$ cat src/rtl/broadcast_cdb_multi.sv
// Common-data-bus arbiter: per-unit result FIFOs drained onto NUM_CDB round-robin broadcast lanes.
// Build with CDB_STATS_EN defined to add the broadcast/stall counters.
package broadcast_cdb_multi_pkg;
  localparam int TAG_W = 4;
  localparam int VAL_W = 32;

  typedef struct packed {
    logic [TAG_W-1:0] tag;
    logic [VAL_W-1:0] val;
  } cdb_t;

  localparam logic [TAG_W-1:0] NO_VAL  = 4'd0;
  localparam logic [TAG_W-1:0] ALU_1   = 4'd1;
  localparam logic [TAG_W-1:0] ALU_2   = 4'd2;
  localparam logic [TAG_W-1:0] ALU_3   = 4'd3;
  localparam logic [TAG_W-1:0] SHIFT_1 = 4'd4;
  localparam logic [TAG_W-1:0] SHIFT_2 = 4'd5;
  localparam logic [TAG_W-1:0] MUL_1   = 4'd6;
endpackage

// Generic synchronous FIFO with occupancy count; head entry visible combinationally.
// Latency: a push at edge k is at the head after edge k when the FIFO was empty.
// Backpressure: none internally; caller pushes only below DEPTH and pops only when non-empty.
module cdb_fifo #(
  parameter int W     = 8,
  parameter int DEPTH = 2,
  parameter int CNT_W = $clog2(DEPTH + 1)
) (
  input  logic             clk_i,
  input  logic             rst,
  input  logic             push_vld,
  input  logic [W-1:0]     push_dat,
  input  logic             pop_vld,
  output logic [W-1:0]     head_dat,
  output logic [CNT_W-1:0] count
);
  localparam int PTR_W = (DEPTH > 1) ? $clog2(DEPTH) : 1;

  logic [W-1:0]     mem [DEPTH];
  logic [PTR_W-1:0] rd_ptr;
  logic [PTR_W-1:0] wr_ptr;

  function automatic logic [PTR_W-1:0] ptr_inc(input logic [PTR_W-1:0] p);
    return (p == PTR_W'(DEPTH - 1)) ? '0 : p + PTR_W'(1);
  endfunction

  always_ff @(posedge clk_i or posedge rst) begin
    if (rst) begin
      rd_ptr <= '0;
      wr_ptr <= '0;
      count  <= '0;
    end else begin
      if (push_vld) wr_ptr <= ptr_inc(wr_ptr);
      if (pop_vld)  rd_ptr <= ptr_inc(rd_ptr);
      if (push_vld && !pop_vld)      count <= count + CNT_W'(1);
      else if (!push_vld && pop_vld) count <= count - CNT_W'(1);
    end
  end

  // Storage needs no reset: count gates every read.
  always_ff @(posedge clk_i) begin
    if (push_vld) mem[wr_ptr] <= push_dat;
  end

  assign head_dat = mem[rd_ptr];
endmodule

// Round-robin CDB arbiter: grants the first NUM_CDB non-empty unit FIFOs from rr_ptr onward.
// Latency: one cycle from acceptance to broadcast for an empty FIFO that wins a grant.
// Backpressure: fu_ready_o[i] low while unit i's FIFO is full, no same-cycle pop credit.
module broadcast_cdb_multi
  import broadcast_cdb_multi_pkg::*;
#(
  parameter int NUM_RS_STATIONS = 6,
  parameter int NUM_CDB         = 2,
  parameter int FIFO_DEPTH      = 2
) (
  input  logic                       clk_i,
  input  logic                       RST_i,
  input  cdb_t                       fu_res_i [NUM_RS_STATIONS],
  output logic [NUM_RS_STATIONS-1:0] fu_ready_o,
  output cdb_t                       broadcast_o [NUM_CDB]
`ifdef CDB_STATS_EN
  ,
  output logic [31:0]                bcast_cnt_o,
  output logic [31:0]                stall_cnt_o
`endif
);
  localparam int CNT_W = $clog2(FIFO_DEPTH + 1);
  localparam int RR_W  = (NUM_RS_STATIONS > 1) ? $clog2(NUM_RS_STATIONS) : 1;

  logic [NUM_RS_STATIONS-1:0] push;
  logic [NUM_RS_STATIONS-1:0] grant;
  logic [CNT_W-1:0]           count [NUM_RS_STATIONS];
  cdb_t                       head  [NUM_RS_STATIONS];
  logic [RR_W-1:0]            rr_ptr;
  int                         lanes_used;
  int                         last_grant;
  int                         scan_idx;

  for (genvar i = 0; i < NUM_RS_STATIONS; i++) begin : g_unit
    assign fu_ready_o[i] = (count[i] < CNT_W'(FIFO_DEPTH));
    assign push[i]       = (fu_res_i[i].tag != NO_VAL) && fu_ready_o[i];

    cdb_fifo #(
      .W     ($bits(cdb_t)),
      .DEPTH (FIFO_DEPTH)
    ) u_fifo (
      .clk_i    (clk_i),
      .rst      (RST_i),
      .push_vld (push[i]),
      .push_dat (fu_res_i[i]),
      .pop_vld  (grant[i]),
      .head_dat (head[i]),
      .count    (count[i])
    );
  end

  // Scan from rr_ptr; lanes fill in scan order, so lane 0 always holds the earliest-scanned winner.
  always_comb begin
    grant      = '0;
    lanes_used = 0;
    last_grant = int'(rr_ptr);
    scan_idx   = 0;
    for (int l = 0; l < NUM_CDB; l++) begin
      broadcast_o[l] = '{tag: NO_VAL, val: '0};
    end
    for (int k = 0; k < NUM_RS_STATIONS; k++) begin
      scan_idx = (int'(rr_ptr) + k) % NUM_RS_STATIONS;
      if ((count[scan_idx] != '0) && (lanes_used < NUM_CDB)) begin
        grant[scan_idx]         = 1'b1;
        broadcast_o[lanes_used] = head[scan_idx];
        lanes_used              = lanes_used + 1;
        last_grant              = scan_idx;
      end
    end
  end

  always_ff @(posedge clk_i or posedge RST_i) begin
    if (RST_i) begin
      rr_ptr <= '0;
    end else if (|grant) begin
      rr_ptr <= RR_W'((last_grant + 1) % NUM_RS_STATIONS);
    end
  end

`ifdef CDB_STATS_EN
  logic        stall_any;
  logic [32:0] bcast_sum;

  always_comb begin
    stall_any = 1'b0;
    for (int i = 0; i < NUM_RS_STATIONS; i++) begin
      if ((fu_res_i[i].tag != NO_VAL) && !fu_ready_o[i]) stall_any = 1'b1;
    end
  end

  assign bcast_sum = {1'b0, bcast_cnt_o} + 33'(lanes_used);

  always_ff @(posedge clk_i or posedge RST_i) begin
    if (RST_i) begin
      bcast_cnt_o <= '0;
      stall_cnt_o <= '0;
    end else begin
      bcast_cnt_o <= bcast_sum[32] ? 32'hFFFF_FFFF : bcast_sum[31:0];
      if (stall_any && (stall_cnt_o != 32'hFFFF_FFFF)) stall_cnt_o <= stall_cnt_o + 32'd1;
    end
  end
`endif
endmodule
$ cat config.mk
export PLATFORM = sky130hd
export DESIGN_NAME = broadcast_cdb_multi
export DESIGN_NICKNAME = d
export VERILOG_FILES = /design/src/rtl/broadcast_cdb_multi.sv
export SDC_FILE = /design/constraint.sdc
export NUM_CORES = 1
export LEC_CHECK = 0
export BUFFER_PORTS_ARGS = -buffer_cell sky130_fd_sc_hd__buf_2
export CORE_MARGIN = 5
export CORE_UTILIZATION = 55
export CTS_BUF_LIST = sky130_fd_sc_hd__clkbuf_8 sky130_fd_sc_hd__clkbuf_16
export CTS_CLUSTER_DIAMETER = 80
export DETAILED_ROUTE_END_ITERATION = 7
export PLACE_DENSITY = 0.75
export SLEW_MARGIN = 20
export SYNTH_ARGS = -nofsm -noshare
export SYNTH_HDL_FRONTEND = slang
export SYNTH_HIERARCHICAL = 1
export SYNTH_SLANG_ARGS = --single-unit
$ cat constraint.sdc
create_clock -name clk_i -period 10.46 [get_ports clk_i]
set_clock_uncertainty 0.05 [all_clocks]
set_input_delay 1.046 -clock clk_i [delete_from_list [all_inputs] [get_ports clk_i]]
set_output_delay 1.046 -clock clk_i [all_outputs]
set_load 0.1 [all_outputs]
## Yosys cells after proc, flatten, opt, wreduce, memory -nomap -nowiden

Memories as Yosys holds them, arrays and structs flattened.
Cells that the tools add are included.

| operators by class | value |
|---|---|
| $add $sub $neg | 34 |
| multipliers | 0 |
| divide/modulo/power cells | 7 |
| order comparisons | 39 |
| equal/unequal tests | 0 |
| shift-type cells | 0 |
| multiplexer cells | 122 |
| bitwise gates (word level) | 16 |
| reduce and logical (&&, ||, !) cells | 65 |

Operators by type and width:

| cell | number |
|---|---|
| $bmux W36 S3 | 6 |
| $mux W36 | 18 |
| $bwmux W72 | 5 |
| $mux W72 | 5 |
| $not A32 Y32 | 11 |
| $mux W32 | 10 |
| $ge A32 B1 Y1 const B | 6 |
| $ge A32 B4 Y1 const B | 6 |
| $lt A32 B5 Y1 const B | 6 |
| $mod A32 B4 Y32 const B | 6 |
| $demux W36 S1 | 5 |
| $add A32 B2 Y32 const B | 5 |
| $ge A32 B2 Y1 const B | 5 |
| $lt A32 B1 Y1 const B | 5 |
| $lt A32 B3 Y1 const B | 5 |
| $mux W2 | 24 |
| $bmux W2 S3 | 6 |
| $mux W6 | 6 |
| $logic_and A1 B1 Y1 | 34 |
| $mod A4 B4 Y32 const B | 1 |
| $mux W1 | 31 |
| $or A6 B6 Y6 | 5 |
| $reduce_bool A2 Y1 | 12 |
| $reduce_bool A4 Y1 | 6 |
| 10 further kinds | 54 |

| storage, ports and cells | value |
|---|---|
| register bits after elaboration | 27 |
| bits in latches | 0 |
| RAM bits | 432 |
| bits in read-only memories | 0 |
| bits of input ports | 218 |
| output and inout bits | 78 |
| word-level logic and storage cells | 308 |
| memories kept | 6 |

Memory list:

| memory | depth | width | rd ports | clocked after Yosys merged registers in | write ports | RTL line | RTL |
|---|---|---|---|---|---|---|---|
| g_unit[0].u_fifo.mem | 2 | 36 | 1 | 0 | 1 | 39 | `logic [W-1:0] mem [DEPTH];` |
| g_unit[1].u_fifo.mem | 2 | 36 | 1 | 0 | 1 | 39 |  |
| g_unit[2].u_fifo.mem | 2 | 36 | 1 | 0 | 1 | 39 |  |
| g_unit[3].u_fifo.mem | 2 | 36 | 1 | 0 | 1 | 39 |  |
| g_unit[4].u_fifo.mem | 2 | 36 | 1 | 0 | 1 | 39 |  |
| g_unit[5].u_fifo.mem | 2 | 36 | 1 | 0 | 1 | 39 |  |

## Depth between registers and ports, before layout

| depth | value |
|---|---|
| depth in word-level cells | 26 |
| mapped depth | 52 |
| gate-level depth less buffers | 46 |

## Modules after synthesis

The synthesis kept the hierarchy.

Modules (own cells, without submodules):

| module | times used | cells each | area an instance (sq um) | seq. area each (sq um) |
|---|---|---|---|---|
| cdb_fifo | 6 | 127 | 2,927.8 | 2,262.2 |
| broadcast_cdb_multi | 1 | 2,136 | 13,534.2 | 75.1 |

## Least setup slack after synthesis

Ideal clock, no wire load.

| path | value |
|---|---|
| path type | flip-flop to flip-flop |
| start point | register rr_ptr[0] |
| end point | register rr_ptr[2] |
| library setup time | 121 ps |
| data arrival time | 10,347 ps |
| required time | 10,289 ps |
| slack | -58 ps |
| stages on the path, launching flop included | 49 |
| path buffers | 8 |
| period minus slack after synthesis | 10,518 ps |
| path through | dfrtp_1 buf_4 buf_4 buf_4 inv_2 ha_1 ha_1 o22ai_1 nor4b_2 a21o_1 ha_1 nor2_1 nor4b_1 a311oi_2 inv_1 buf_2 fa_1 a31oi_4 (+13 left out) o2bb2ai_1 or3_1 buf_6 and2_1 o21a_1 a211o_1 ha_1 nor4b_1 nor3_1 a211o_1 nand2_1 ha_1 nand2b_1 nor2_1 o211ai_1 and2_0 a31oi_1 o22a_1 |

| between the ends | value |
|---|---|
| longest elaborated chain between the ends | 24 |
| elaborated cells between the ends (all ways) | 110 |
| classes of those cells | add/sub: 10; div: 7; order compare: 17; mux: 47; bitwise: 11; reduce/logical: 18 |

Ends and longest elaborated chain:

| item | RTL line | RTL |
|---|---|---|
| from (decl) | 96 | `logic [RR_W-1:0] rr_ptr;` |
| from (signal assigned) | 143 | `rr_ptr <= RR_W'((last_grant + 1) % NUM_RS_STATIONS);` |
| branches (longest 24 deep; another with $mod A32 B4 Y32) | - |  |

Parallel ways; which one is timed is not known. The select of a mux whose other input is x is not followed.
A chain may end at the register's enable or synchronous reset.

## Worst setup path in the final report

| path | value |
|---|---|
| start point | register rr_ptr[1] |
| end point | register rr_ptr[2] |

Same word-level chain as after synthesis.

==> results.md <==
* Status: finished, final reports clean
* Yosys reg bits at around 460
* Asr flop ratio synth at 5.88%
* CP max-delay cell: fa_2
* Vias at 26300
* Placer Congestion at between 1 and 1.5
* Most common cell in the netlist: edfxtp_1
* Die Wd at 248 µm
* Drt drc at 0
* Port bufs at 295
* CTS max path bufs at 3
* H-tree depth at 2
* IO Pins at 296
* Setup_tns at 0 ns
* Crit path kind: reg2reg
* Vias in the first global route at 25400
* First-pass GRT wire length at 165000 µm
* Post-DP HPWL at slightly below 80000 µm
* Core ar. at ~56000 µm²
* Seq/Total Area, Yosys at 43.9%
* Crit start category: register
* Synth top area cells: edfxtp_1 42%, mux2_4 8.4%, mux2_2 8.1%, o211ai_1 3.7%, o21ai_0 3.4%
* Layout area overhead at 14.8%
* Tmin final at 9.94 ns
* R2R Path End: rr_ptr[2]
* Worst skew pair latency at 0.62 ns
* Drt initial violations at 3575
* Post-Route WL at 115000 µm
* Slew headroom at 23.6%
* Crit Reg-Reg Startpoint: rr_ptr[1]
* Most Frequent Cell on Critical Path: ha_1
* Reg2reg setup slack at 0.52 ns
* Number of vias per cell at 6.79
* Crit-path max FO at 7
* DR pass1 iterations at 8
* Largest net degree at the start of global routing at approximately 110
* Max-cap violations at 0
* Syn Nets at 3154
* CTS buffer count at 48
* Post-synth EDFFs at 432
* Fin area at 35700 µm²
* FMAX at 101 MHz
* Fin. max-slew vios at 0
* Antenna violations before repair at 3
* RSZ-0062 raised after global routing: false
* Slowest cell delay on critical path at 0.65 ns
* R2R depth at 43
* Layout cell share with drive strength beyond 1 at 29.8%
* Ys flop type: edfxtp_1
* Die height at 248 µm
* Clk root buf: clkbuf_16
* CP Data Arrival Time at just over 10 ns
* Cells after synthesis at 2898
* Worst endpoint required time at 10.89 ns
* Synthesized area at a little over 30000 µm²
* Crit. End Element: register
* Die ar. at 61400 µm²
* Reg clk slew, reported paths at 0.06 ns
* Routed len/inst at 29.5 µm
* CTS tree: done
* ANT nets after route at 0
* Final period util at a little over nine tenths
* Hold Buf Count CTS at 0
* Layout net count at 3343
* Hold WS at 0.414 ns
* DP Area at 34100 µm²
* Std cell rows at 87
* Hold Vio Cnt, Final at 0
* Synth unique cells at 97
* Syn_area_per_cell at 10.7 µm²
* Worst-Margin Slew at 1.15 ns
* Warnings, synthesis at 6
* Hold Path Class: in2async
* Clk sink count at 459
* Final setup violation count at 0
* GRT Overall Usage at between 30% and 40%
* Initial Utilization at a little under three fifths
* Top cells by count, synth: 432 x edfxtp_1, 263 x nand2_1, 229 x nor2_1
* Total gr overflow at 0
* Area leader, netlist: edfxtp_1
* Share of the synthesized area in the top cell type at 41.7%
## stage by stage
stage / setup WS [ns] / utilization, % / std cells
global placement: 0.695 / 60.6 / 3788
finish: 0.523 / 63.6 / 3880
CTS: 0.267 / 63.4 / 3875
floorplan: 0.0120 / - / 2898
detailed placement: 0.312 / 60.7 / 3789
global route: 0.0228 / 63.6 / 3879
## metal layers
metal	routed length (µm)	up-vias	GRT usage, %	part of all wire, %
met5	23	-	0	0.020
li1	-	11500	-	-
met1	43700	12800	47.7	38
met3	11200	375	6.40	9.7
met2	50000	1691	54.4	44
met4	9710	4	24.0	8.5
## registers in the layout (all words and copies together), names as in the netlist
name / cells
g_unit.u_fifo/mem: 432
g_unit.u_fifo/rd_ptr: 6
g_unit.u_fifo/wr_ptr: 6
rr_ptr: 3
g_unit.u_fifo/count: 12
## layout by cell type, fill, tap and decap left out, drive strengths merged, types with 55 or more instances in the layout
master and count:
mux2 400, buf 379, nand3 86, a211oi 82
o21ai 220, o211ai 157, nand2 263, nor3 61
edfxtp 432, and2 55, nor2 229, a21oi 146
mux2i 94, inv 56
## worst max-delay path by stage
stage               from   endpoint  slack, ns  cells past startpoint
2_1_floorplan  rr_ptr[0]  rr_ptr[2]       0.01                     49
3_3_place_gp   rr_ptr[1]  rr_ptr[2]       0.69                     42
3_5_place_dp   rr_ptr[1]  rr_ptr[2]       0.31                     42
4_1_cts        rr_ptr[1]  rr_ptr[2]       0.27                     42
5_1_grt        rr_ptr[1]  rr_ptr[2]       0.02                     47
6_report       rr_ptr[1]  rr_ptr[2]       0.52                     43
## layout make-up
cell class                      count  area [µm²]
Fill cell                        4357       20500
Clock inverter                     38         330
Antenna cell                        1        2.50
Timing Repair Buffer              379        3180
Inverter                           44         165
Tap cell                          756         946
Clock buffer                       48        1200
Multi-Input combinational cell   2155       16200
Sequential cell                   459       13700
## worst max-delay path, delay by kind of cell (launching register included)
kind / cells / cell delay (ns)
adders and majority gates: 9 / 3.00
AOI/OAI and AO/OA: 16 / 3.35
muxes: 1 / 0.25
DFF: 1 / 0.45
xor gates and xnor gates: 1 / 0.14
and+or+nand+nor: 11 / 1.71
buffers and inverters: 5 / 0.89
## repair_timing
| action | CTS | global route |
|---|---|---|
| endpoints found under the setup margin | 0 | 1 |
| buffers inserted | 0 | 2 |
| gates resized for setup | 0 | 5 |
## logic make-up (layout without fill, tap and decap cells)
group	after synthesis	after routing	share of synthesized area (%)
DFF	459	459	43.9
xor gates and xnor gates	41	41	1.30
adders and majority gates	38	38	1.55
muxes	496	496	19.8
other	0	1	0
buffers and inverters	284	509	4.65
and+or+nand+nor	771	771	11.3
AOI/OAI and AO/OA	809	809	17.5
Power is left out: the tool's default activity adds up to more than one toggle a clock period on the data nets, which glitch-free logic cannot reach.
